--- src/rtl/cdb_arbiter.sv ---
// Round-robin arbiter for the common data bus: one functional-unit result per cycle is
// registered onto cdb_* for the reg file write, ready-table wakeup and ROB complete.
module cdb_arbiter #(
    parameter int unsigned NUM_REQ         = 3,
    parameter int unsigned PHYS_REG_WIDTH  = 6,
    parameter int unsigned ROB_INDEX_WIDTH = 5,
    parameter int unsigned WORD_WIDTH      = 32
) (
    input  logic                                CLK,
    input  logic                                nRST,
    input  logic [NUM_REQ-1:0]                  req_valid,
    output logic [NUM_REQ-1:0]                  req_ready,
    input  logic [NUM_REQ-1:0]                  req_reg_write,
    input  logic [NUM_REQ*PHYS_REG_WIDTH-1:0]   req_phys_reg_tag,
    input  logic [NUM_REQ*WORD_WIDTH-1:0]       req_data,
    input  logic [NUM_REQ*ROB_INDEX_WIDTH-1:0]  req_ROB_index,
    input  logic                                cdb_stall,
    input  logic                                cdb_flush,
    output logic                                cdb_valid,
    output logic                                cdb_reg_write,
    output logic [PHYS_REG_WIDTH-1:0]           cdb_phys_reg_tag,
    output logic [WORD_WIDTH-1:0]               cdb_data,
    output logic [ROB_INDEX_WIDTH-1:0]          cdb_ROB_index,
    output logic [1:0]                          cdb_grant_id
);

    localparam int unsigned PTR_W = (NUM_REQ > 1) ? $clog2(NUM_REQ) : 1;

    logic [PTR_W-1:0]           rr_ptr;
    logic [PTR_W-1:0]           gnt_idx;
    logic [PTR_W-1:0]           idx;
    logic                       found;
    logic                       load_en;
    logic                       transfer;
    logic                       sel_reg_write;
    logic [PHYS_REG_WIDTH-1:0]  sel_tag;
    logic [WORD_WIDTH-1:0]      sel_data;
    logic [ROB_INDEX_WIDTH-1:0] sel_rob;

    // The output register may only be overwritten when it is empty or draining.
    assign load_en  = !cdb_flush && (!cdb_valid || !cdb_stall);
    assign transfer = load_en && found;

    // Scan from rr_ptr upward (mod NUM_REQ); the first valid requester wins.
    always_comb begin
        found   = 1'b0;
        gnt_idx = '0;
        idx     = '0;
        for (int unsigned k = 0; k < NUM_REQ; k++) begin
            idx = PTR_W'((32'(rr_ptr) + k) % NUM_REQ);
            if (!found && req_valid[idx]) begin
                found   = 1'b1;
                gnt_idx = idx;
            end
        end
    end

    always_comb begin
        req_ready = '0;
        for (int unsigned i = 0; i < NUM_REQ; i++) begin
            req_ready[i] = nRST && transfer && (gnt_idx == PTR_W'(i));
        end
    end

    always_comb begin
        sel_reg_write = 1'b0;
        sel_tag       = '0;
        sel_data      = '0;
        sel_rob       = '0;
        for (int unsigned i = 0; i < NUM_REQ; i++) begin
            if (gnt_idx == PTR_W'(i)) begin
                sel_reg_write = req_reg_write[i];
                sel_tag       = req_phys_reg_tag[i*PHYS_REG_WIDTH +: PHYS_REG_WIDTH];
                sel_data      = req_data[i*WORD_WIDTH +: WORD_WIDTH];
                sel_rob       = req_ROB_index[i*ROB_INDEX_WIDTH +: ROB_INDEX_WIDTH];
            end
        end
    end

    always_ff @(posedge CLK or negedge nRST) begin
        if (!nRST) begin
            rr_ptr           <= '0;
            cdb_valid        <= 1'b0;
            cdb_reg_write    <= 1'b0;
            cdb_phys_reg_tag <= '0;
            cdb_data         <= '0;
            cdb_ROB_index    <= '0;
            cdb_grant_id     <= '0;
        end else if (cdb_flush) begin
            cdb_valid <= 1'b0;
        end else if (transfer) begin
            cdb_valid        <= 1'b1;
            cdb_reg_write    <= sel_reg_write;
            cdb_phys_reg_tag <= sel_tag;
            cdb_data         <= sel_data;
            cdb_ROB_index    <= sel_rob;
            cdb_grant_id     <= 2'(gnt_idx);
            rr_ptr           <= (gnt_idx == PTR_W'(NUM_REQ - 1)) ? '0 : gnt_idx + 1'b1;
        end else if (load_en) begin
            cdb_valid <= 1'b0;
        end
        // Otherwise stalled with a valid result: hold everything.
    end

endmodule

--- config.mk ---
export PLATFORM = sky130hd
export DESIGN_NAME = cdb_arbiter
export DESIGN_NICKNAME = d
export VERILOG_FILES = /design/src/rtl/cdb_arbiter.sv
export SDC_FILE = /design/constraint.sdc
export NUM_CORES = 1
export LEC_CHECK = 0
export CORE_UTILIZATION = 35
export CTS_BUF_LIST = sky130_fd_sc_hd__clkbuf_4 sky130_fd_sc_hd__clkbuf_8
export DETAILED_ROUTE_END_ITERATION = 7
export GPL_TIMING_DRIVEN = 1
export PLACE_DENSITY = 0.79
export SLEW_MARGIN = 30
export SYNTH_ARGS = -nofsm -noshare
export SYNTH_HDL_FRONTEND = slang
export SYNTH_SLANG_ARGS = --single-unit
--- constraint.sdc ---
create_clock -name CLK -period 2.02 [get_ports CLK]
set_input_delay 0.202 -clock CLK [delete_from_list [all_inputs] [get_ports CLK]]
set_output_delay 0.202 -clock CLK [all_outputs]
set_load 0.03 [all_outputs]
# [Word-level counts from Yosys, hierarchy flattened]
# Index checks and enable logic that the tools add are counted.
[op_classes] n_eq_ne=2 add_sub_neg=3 bitwise_logic=1 magnitude_cmp=3 div=3 n_mux=28 reduce_logical=17
[op_table] operator="$mux 32" count=3
[op_table] operator="$mod 32x2->32 const B" count=2
[op_table] operator="$mod 2x2->32 const B" count=1
[op_table] operator="$mux 6" count=3
[op_table] operator="$mux 5" count=3
[op_table] operator="$mux 1" count=12
[op_table] operator="$lt 2x3->1 const B" count=3
[op_table] operator="$logic_and 1x1->1" count=8
[op_table] operator="$mux 2" count=4
[op_table] operator="$bmux 1 s2" count=3
[op_table] operator="$logic_not 1->1" count=5
[op_table] operator="$add 2x1->3 const B" count=1
[op_table] operator="$add 2x2->3 const B" count=1
[op_table] operator="$reduce_bool 3->1" count=1
[op_table] operator="$add 2x1->2 const B" count=1
[op_table] operator="$eq 2x1->1 const B" count=1
[op_table] operator="$eq 2x2->1 const B" count=1
[op_table] operator="$logic_not 2->1" count=1
[op_table] operator="$reduce_and 2->1" count=1
[op_table] operator="$logic_or 1x1->1" count=1
[op_table] operator="$not 1->1" count=1
[word_totals] elab_cells=64 register_bits=49 in_bits=139

# [Longest topological paths before layout]
# Gate-level depths: netlist of run 1.
[logic_depth] word_depth=14 ltp_mapped=10 ltp_nobuf=7

# [Worst setup path before layout of run 1]
# OpenSTA, ideal clock, no wires.
[synth_timing] path_type="flip-flop to output port" from="register rr_ptr[0]" to="output port req_ready[0]" setup_slack_ps=-563 path_buffers=3 path_stages_with_launch=10 t_arrival_ps=2381 required_ps=1818 cell_sequence="dfrtp_1 > inv_1 > ha_1 > nand3b_1 > o221a_1 > buf_6 > a32o_1 > buf_6 > buf_6 > nor3_1"
[synth_between] elab_chain_len=13 elab_cells_between_ends=25 classes_between="add/sub: 2; div: 3; mux: 12; reduce/logical: 8"
[synth_lines] element="start, declared" line_no="29" rtl="logic [PTR_W-1:0] rr_ptr;"
[synth_lines] element="start signal, assigned" line_no="98" rtl="rr_ptr <= (gnt_idx == PTR_W'(NUM_REQ - 1)) ? '0 : gnt_idx + 1'b1;"
[synth_lines] element="parallel branches: the longest is 12 deep, another holds $mod 32x2->32"
[synth_lines] element="$logic_and 1x1->1 *" line_no="61" rtl="req_ready[i] = nRST && transfer && (gnt_idx == PTR_W'(i));"
[synth_lines] element="end, declared" line_no="12" rtl="output logic [NUM_REQ-1:0] req_ready,"
# Every way passes the cells marked *. The select of a mux whose other input is x is not followed.

# [Final worst setup path of run 1]
[layout_timing] from="register rr_ptr[0]" to="register cdb_data[1]"
[layout_between] elab_chain_len=14 elab_cells_between_ends=29 classes_between="add/sub: 2; div: 3; eq/ne: 2; mux: 15; reduce/logical: 7"
[layout_lines] element="parallel branches: the longest is 14 deep, another holds $mod 32x2->32"
[layout_lines] element="end signal, assigned" line_no="95" rtl="cdb_data <= sel_data;"
[layout_lines] element="end, declared" line_no="22" rtl="output logic [WORD_WIDTH-1:0] cdb_data,"
# Several ways; the timed one is not identified. The select of a mux whose other input is x is not followed.
# A chain may end at the register's enable or synchronous reset.

==> results of run 1 <==
==> registers in the layout (all words and copies together), names as in the netlist <==
name,count
cdb_valid,1
cdb_phys_reg_tag,6
cdb_reg_write,1
cdb_data,32
rr_ptr,2
cdb_ROB_index,5
cdb_grant_id,2
==> cell usage after synthesis, types with 3 or more instances <==
cell type	number
nand2_1	51
dfrtp_1	49
mux2i_1	32
inv_1	30
o221ai_1	29
clkbuf_1	20
a21oi_1	18
nor2b_1	16
a32oi_1	15
nor3_1	14
a211oi_1	13
nor2_1	7
buf_6	6
o311ai_0	6
o311ai_1	6
buf_2	4
ha_1	4
nand2b_1	4
nand3_1	4
o211ai_1	3
==> power by group <==
| group | switching (mW) | internal, mW | total, mW |
|---|---|---|---|
| Clock | 0.350 | 0.273 | 0.623 |
| Combinational | 5.00 | 4.61 | 9.60 |
| Sequential | 0.354 | 1.48 | 1.83 |
==> cells in the final DEF, fill, tap and decap left out, drive strengths merged, types with 15 or more instances in the layout <==
master | synthesis | final
clkdlybuf4s50 | 0 | 184
buf | 10 | 78
nand2 | 51 | 51
dfrtp | 49 | 49
mux2i | 32 | 32
inv | 30 | 30
o221ai | 29 | 29
a21oi | 19 | 19
nor2b | 16 | 16
a32oi | 15 | 15
==> final cells by class <==
class | count | area (sq um) | area share [%]
Tap cell | 108 | 135.1 | 1.960
Sequential cell | 49 | 1226 | 17.78
Clock inverter | 1 | 7.507 | 0.1089
Clock buffer | 7 | 83.83 | 1.216
Timing Repair Buffer | 265 | 2904 | 42.12
Inverter | 30 | 112.6 | 1.633
Multi-Input combinational cell | 236 | 2426 | 35.18
==> repair_timing <==
action	in CTS	in global routing
hold buffers	0	0
pin swaps	49	11
resized for setup	121	48
setup buffers	27	13
cloned	6	3
setup endpoints to repair	49	51
==> layer usage <==
| metal | up-vias | GRT usage (%) |
|---|---|---|
| met1 | 1972 | 31.55 |
| met2 | 328 | 52.11 |
| met4 | 2 | 15.44 |
| li1 | 1756 | - |
| met3 | 95 | 7.433 |
| met5 | - | 0 |
==> cell families after synthesis <==
family	Yosys count	synth area share, %
AOI/OAI and AO/OA	101	25.62
adders and majority gates	4	1.599
buffers and inverters	60	8.793
DFF	49	39.17
muxes	32	10.23
and+or+nand+nor	99	14.59
==> critical path: stages, from the launching register on <==
cell      delay [ps]
dfrtp_1          420
inv_2            130
ha_4             180
mux2i_4          270
o221a_4          250
buf_6            120
a32oi_1           60
buf_4            180
buf_12           150
buf_6            140
a211oi_4         360
a21oi_1           80
==> worst min path at each step <==
stage,endpoint,slack (ps)
after floorplan,cdb_ROB_index[0],-90
after global placement,cdb_data[1],400
after detailed placement,cdb_data[10],410
after CTS,cdb_data[10],140
after global routing,cdb_data[6],180
final,cdb_data[6],140
==> stage by stage <==
stage / instances / setup TNS, ps
4_1_cts: 684 / -7882
2_1_floorplan: 345 / -2738
6_report: 696 / -12880
3_5_place_dp: 657 / -9558
5_1_grt: 696 / -16630
3_3_place_gp: 657 / -6131
==> results.ini, run 1 <==
[clocking]
cts-root-buf=clkbuf_8
clk_latency_ps=310
htree_num_levels=2
clkTransAtPathRegs_ps=100
cts_max_path_buffers=2
cts_tree=yes
clock_sinks=49
numCtsBuffers=5

[timing]
period_share_pct=121.8
rsz0062_at_grt=true
worstMarginPinSlew_ps=826.8
fin_crit_ps=2461
slew_violations=0
clock.fmax_mhz=406.3
skew_ps=12.03
slew_headroom_pct=44.46
hold_slack_ps=138.2
fin_ws_ps=-441.3
finalSetupViolations=51
finalHoldViolations=0

[layout]
fin_nets=730
area_growth_pct=120.3
fin_util_pct=79.46
fill_cells=493
design_area_sq_um=6895
drive_gt1_share_pct=32.65
antennaDiodeCount=0

[worst_setup_path]
r2r_setup_slack_ps=-440
setup.worst_path.start=rr_ptr[0]
critPathMaxFanout=8
crit_path_start_kind=flop
ff2ff_path_depth=11
cp_data_required_time_ps=2200
rr_startpoint=rr_ptr[0]
end_kind=flop
endpoint=cdb_data[1]
cp.arrival_ps=2640
path_class=flop to flop
r2r_end=cdb_data[1]

[global_routing]
grt_first_pass_wirelength_mm=20.53
grt_overflow_total=0
grt_max_degree=50
antenna_found_initial=0
track_usage_pct=29.19
grt_pass1_vias=4178

[job]
drv_cap=0

[status]
outcome=complete, but fails checks
violations=negative setup slack

[floorplanning]
core-area_sq_um=8678
fp-row-count=34
die_h_um=96.58
die_x_um=96.58
die-area_sq_um=9327
initial_core_util_pct=36.07
num_io_pins=189

[yosys]
ys_top_cells_by_area=dfrtp_1 (39%), mux2i_1 (10%), o221ai_1 (8.1%)
yosysTopAreaCell=dfrtp_1
synth_edf_count=0
ys_ff_latch=49
syn_area_sq_um=3131
synth_nets=488
postSynthAreaPerCell_sq_um=9.074
yosysSeqAreaShare_pct=39.17
synth_cell_types=32
ys_warn_count=0
yosysTopAreaCellShare_pct=39.17
synth_async_sr_flop_share_pct=100.0
synth_ff_type=dfrtp_1
syn_inst=345

[power_and_ir_drop]
irDropWorstVdd_v=0.0007986
powerDensity_nw_per_um2=1749
p_total_mw=12.06
static-leakage-power_nw=2.695

[detailed_routing]
wl_met3_mm=1.836
drc_errors=0
wl_per_cell_um=24.30
drt-met1-wl_mm=5.714
routed_wirelength_mm=16.92
drt_iter0_drc=209
first_pass_iters=6
vias=4153
dr_wl_met2_mm=8.289
ant_nets=0
dr.max_layer_used=met5
via_per_inst=5.967

[placed_design]
place_congestion=0.8707
postPlaceCellArea_sq_um=5517
io_buffers=188
dp_hpwl_mm=8.625
post-place-ws_ps=-257.1

[min_path]
hold_path.class=primary input to async pin

Note: power is estimated with default switching activity, not from simulation.
==> run 2, diff against run 1 <==
--- a/config.mk
+++ b/config.mk
@@ -5,11 +5,11 @@
 export SDC_FILE = /design/constraint.sdc
 export NUM_CORES = 1
 export LEC_CHECK = 0
-export CORE_UTILIZATION = 35
+export CAP_MARGIN = 25
+export CORE_UTILIZATION = 25
 export CTS_BUF_LIST = sky130_fd_sc_hd__clkbuf_4 sky130_fd_sc_hd__clkbuf_8
 export DETAILED_ROUTE_END_ITERATION = 7
-export GPL_TIMING_DRIVEN = 1
-export PLACE_DENSITY = 0.79
+export GPL_TIMING_DRIVEN = 0
 export SLEW_MARGIN = 30
 export SYNTH_ARGS = -nofsm -noshare
 export SYNTH_HDL_FRONTEND = slang
==> run 2 against run 1 <==
The flow still finishes with violations (negative setup slack); routed wire length shrank 24%; sequential power is 4% lower; largest power group unchanged; maximum frequency fell by 1.5%; clock power fell by 2%.
==> results.ini, run 2 (synthesis gave the netlist of run 1 again) <==
[layout]
largestRegisters=cdb_data (32), cdb_phys_reg_tag (6), cdb_ROB_index (5)
final_common_cell=clkdlybuf4s50_1
drive_gt1_share_pct=22.20
largest_reg_flops=32
antennaDiodeCount=0
mostFrequentLayoutCells=clkdlybuf4s50_1 (183), dfrtp_1 (49), nand2_1 (48), inv_1 (29), mux2i_1 (25)
instances_no_fill=740
area_growth_pct=100.7
fin_nets=714
fin_util_pct=51.87
regMostFlops=cdb_data

[floorplanning]
num_io_pins=189
initial_core_util_pct=25.85
fp-row-count=40
die-area_sq_um=12970
die_x_um=113.9
core-area_sq_um=12110
die_h_um=113.9

[power_and_ir_drop]
static-leakage-power_nw=2.435
irDropWorstVdd_v=0.0005866
powerDensity_nw_per_um2=1614

[worst_setup_path]
crit_path_top_delay_cell=dfrtp_1
crit_family=buffers and inverters
r2r_setup_slack_ps=-450
crit_top_cell=buf_6
max_stage_delay_ps=410
rr_startpoint=rr_ptr[1]
crit_path_start_kind=flop
endpoint=req_ready[0]
ff2ff_path_depth=12
cp_num_buf_inv=5
crit_cells=10
r2r_end=cdb_data[2]
path_class=flop to output pin
setup.worst_path.start=rr_ptr[1]
critPathMaxFanout=5
cp_data_required_time_ps=1820
worstPathCellList=buf_6 -> ha_4 -> mux2i_4 -> o221a_1 -> buf_6 -> a32o_1 -> buf_6 -> buf_12 -> nor3_4 -> buf_6
cp.arrival_ps=2300
end_kind=output pin

[clocking]
htree_num_levels=2
numCtsBuffers=5
cts_max_path_buffers=2
clk_latency_ps=310
clkTransAtPathRegs_ps=100
clock_sinks=49
cts-root-buf=clkbuf_8
cts_tree=yes

[detailed_routing]
via_per_inst=4.901
ant_nets=0
routed_wirelength_mm=12.92
drt_iter0_drc=144
vias=3627
first_pass_iters=4
drc_errors=0
wl_per_cell_um=17.46

[timing]
rsz0062_at_grt=true
fin_crit_ps=2499
skew_ps=6.674
period_share_pct=123.7
finalSetupViolations=51
worstMarginPinSlew_ps=511.2
finalHoldViolations=0
slew_headroom_pct=65.92
clock.fmax_mhz=400.2
totalNegativeSetupSlack_ps=-17920
slew_violations=0
fin_ws_ps=-478.9

[global_routing]
grt_overflow_total=0
track_usage_pct=19.43
antenna_found_initial=0
grt_pass1_vias=3801
grt_max_degree=28
grt_first_pass_wirelength_mm=19.58

[placed_design]
io_buffers=187
post-place-ws_ps=-917.3
place_inst=701
dp_hpwl_mm=9.165
place_congestion=0.8121

[min_path]
hold_path.class=primary input to async pin

[status]
outcome=complete, but fails checks
violations=negative setup slack

[job]
drv_cap=0

-- run 2: changes by cell type in the layout (fill, tap and decap cells not counted), sizes merged --
cell,change
buf,-32
clkbuf,+14
clkinv,+2
clkdlybuf4s50,-1
dlygate4sd3,+1
-- run 2: where the power goes --
part           leakage, nW  switching (mW)  internal (mW)
logic                 1.79            4.09           3.68
clock network       0.0439           0.370          0.240
registers            0.603           0.275           1.48
-- run 2: final cells by class --
class                   instances  area (sq um)
fillers                      1089          5829
repair buffers                219          2232
multi-input cells             236          2111
flip-flops and latches         49          1226
plain buffers                  30         304.0
well taps                     168         210.2
inverters                      30         112.6
clock buffers                   5         68.82
clock inverters                 3         17.52
-- run 2: through the flow --
step	hold slack (ps)	power [mW]	area, sq um
finish	326.3	10.14	6282
global route	352.7	10.73	6282
CTS	322.0	9.382	5943
detailed placement	137.2	7.371	5298
global placement	460.1	7.275	5280
floorplan	-93.59	5.262	3198
-- run 2: repair_timing --
item,4_1_cts,5_1_grt
hold endpoints to repair,23,0
pin swaps,18,37
gates resized for setup,98,62
hold buffers,1,0
buffers inserted,18,10
gates cloned,2,1
endpoints found under the setup margin,51,51
-- run 2: worst min path at each step --
stage | from | to | depth (start not counted)
finish | nRST | cdb_phys_reg_tag[1] | 2
global route | nRST | cdb_data[25] | 2
CTS | nRST | cdb_data[25] | 2
detailed placement | nRST | cdb_data[25] | 1
global placement | cdb_grant_id[1] | cdb_grant_id[1] | 2
floorplan | nRST | cdb_ROB_index[0] | 0
-- run 2: metal layers --
layer | routed length, um | global-route usage [%]
met1 | 5400 | 24.08
met2 | 6438 | 33.50
met3 | 959 | 5.420
met4 | 125 | 4.416
met5 | 0 | 0
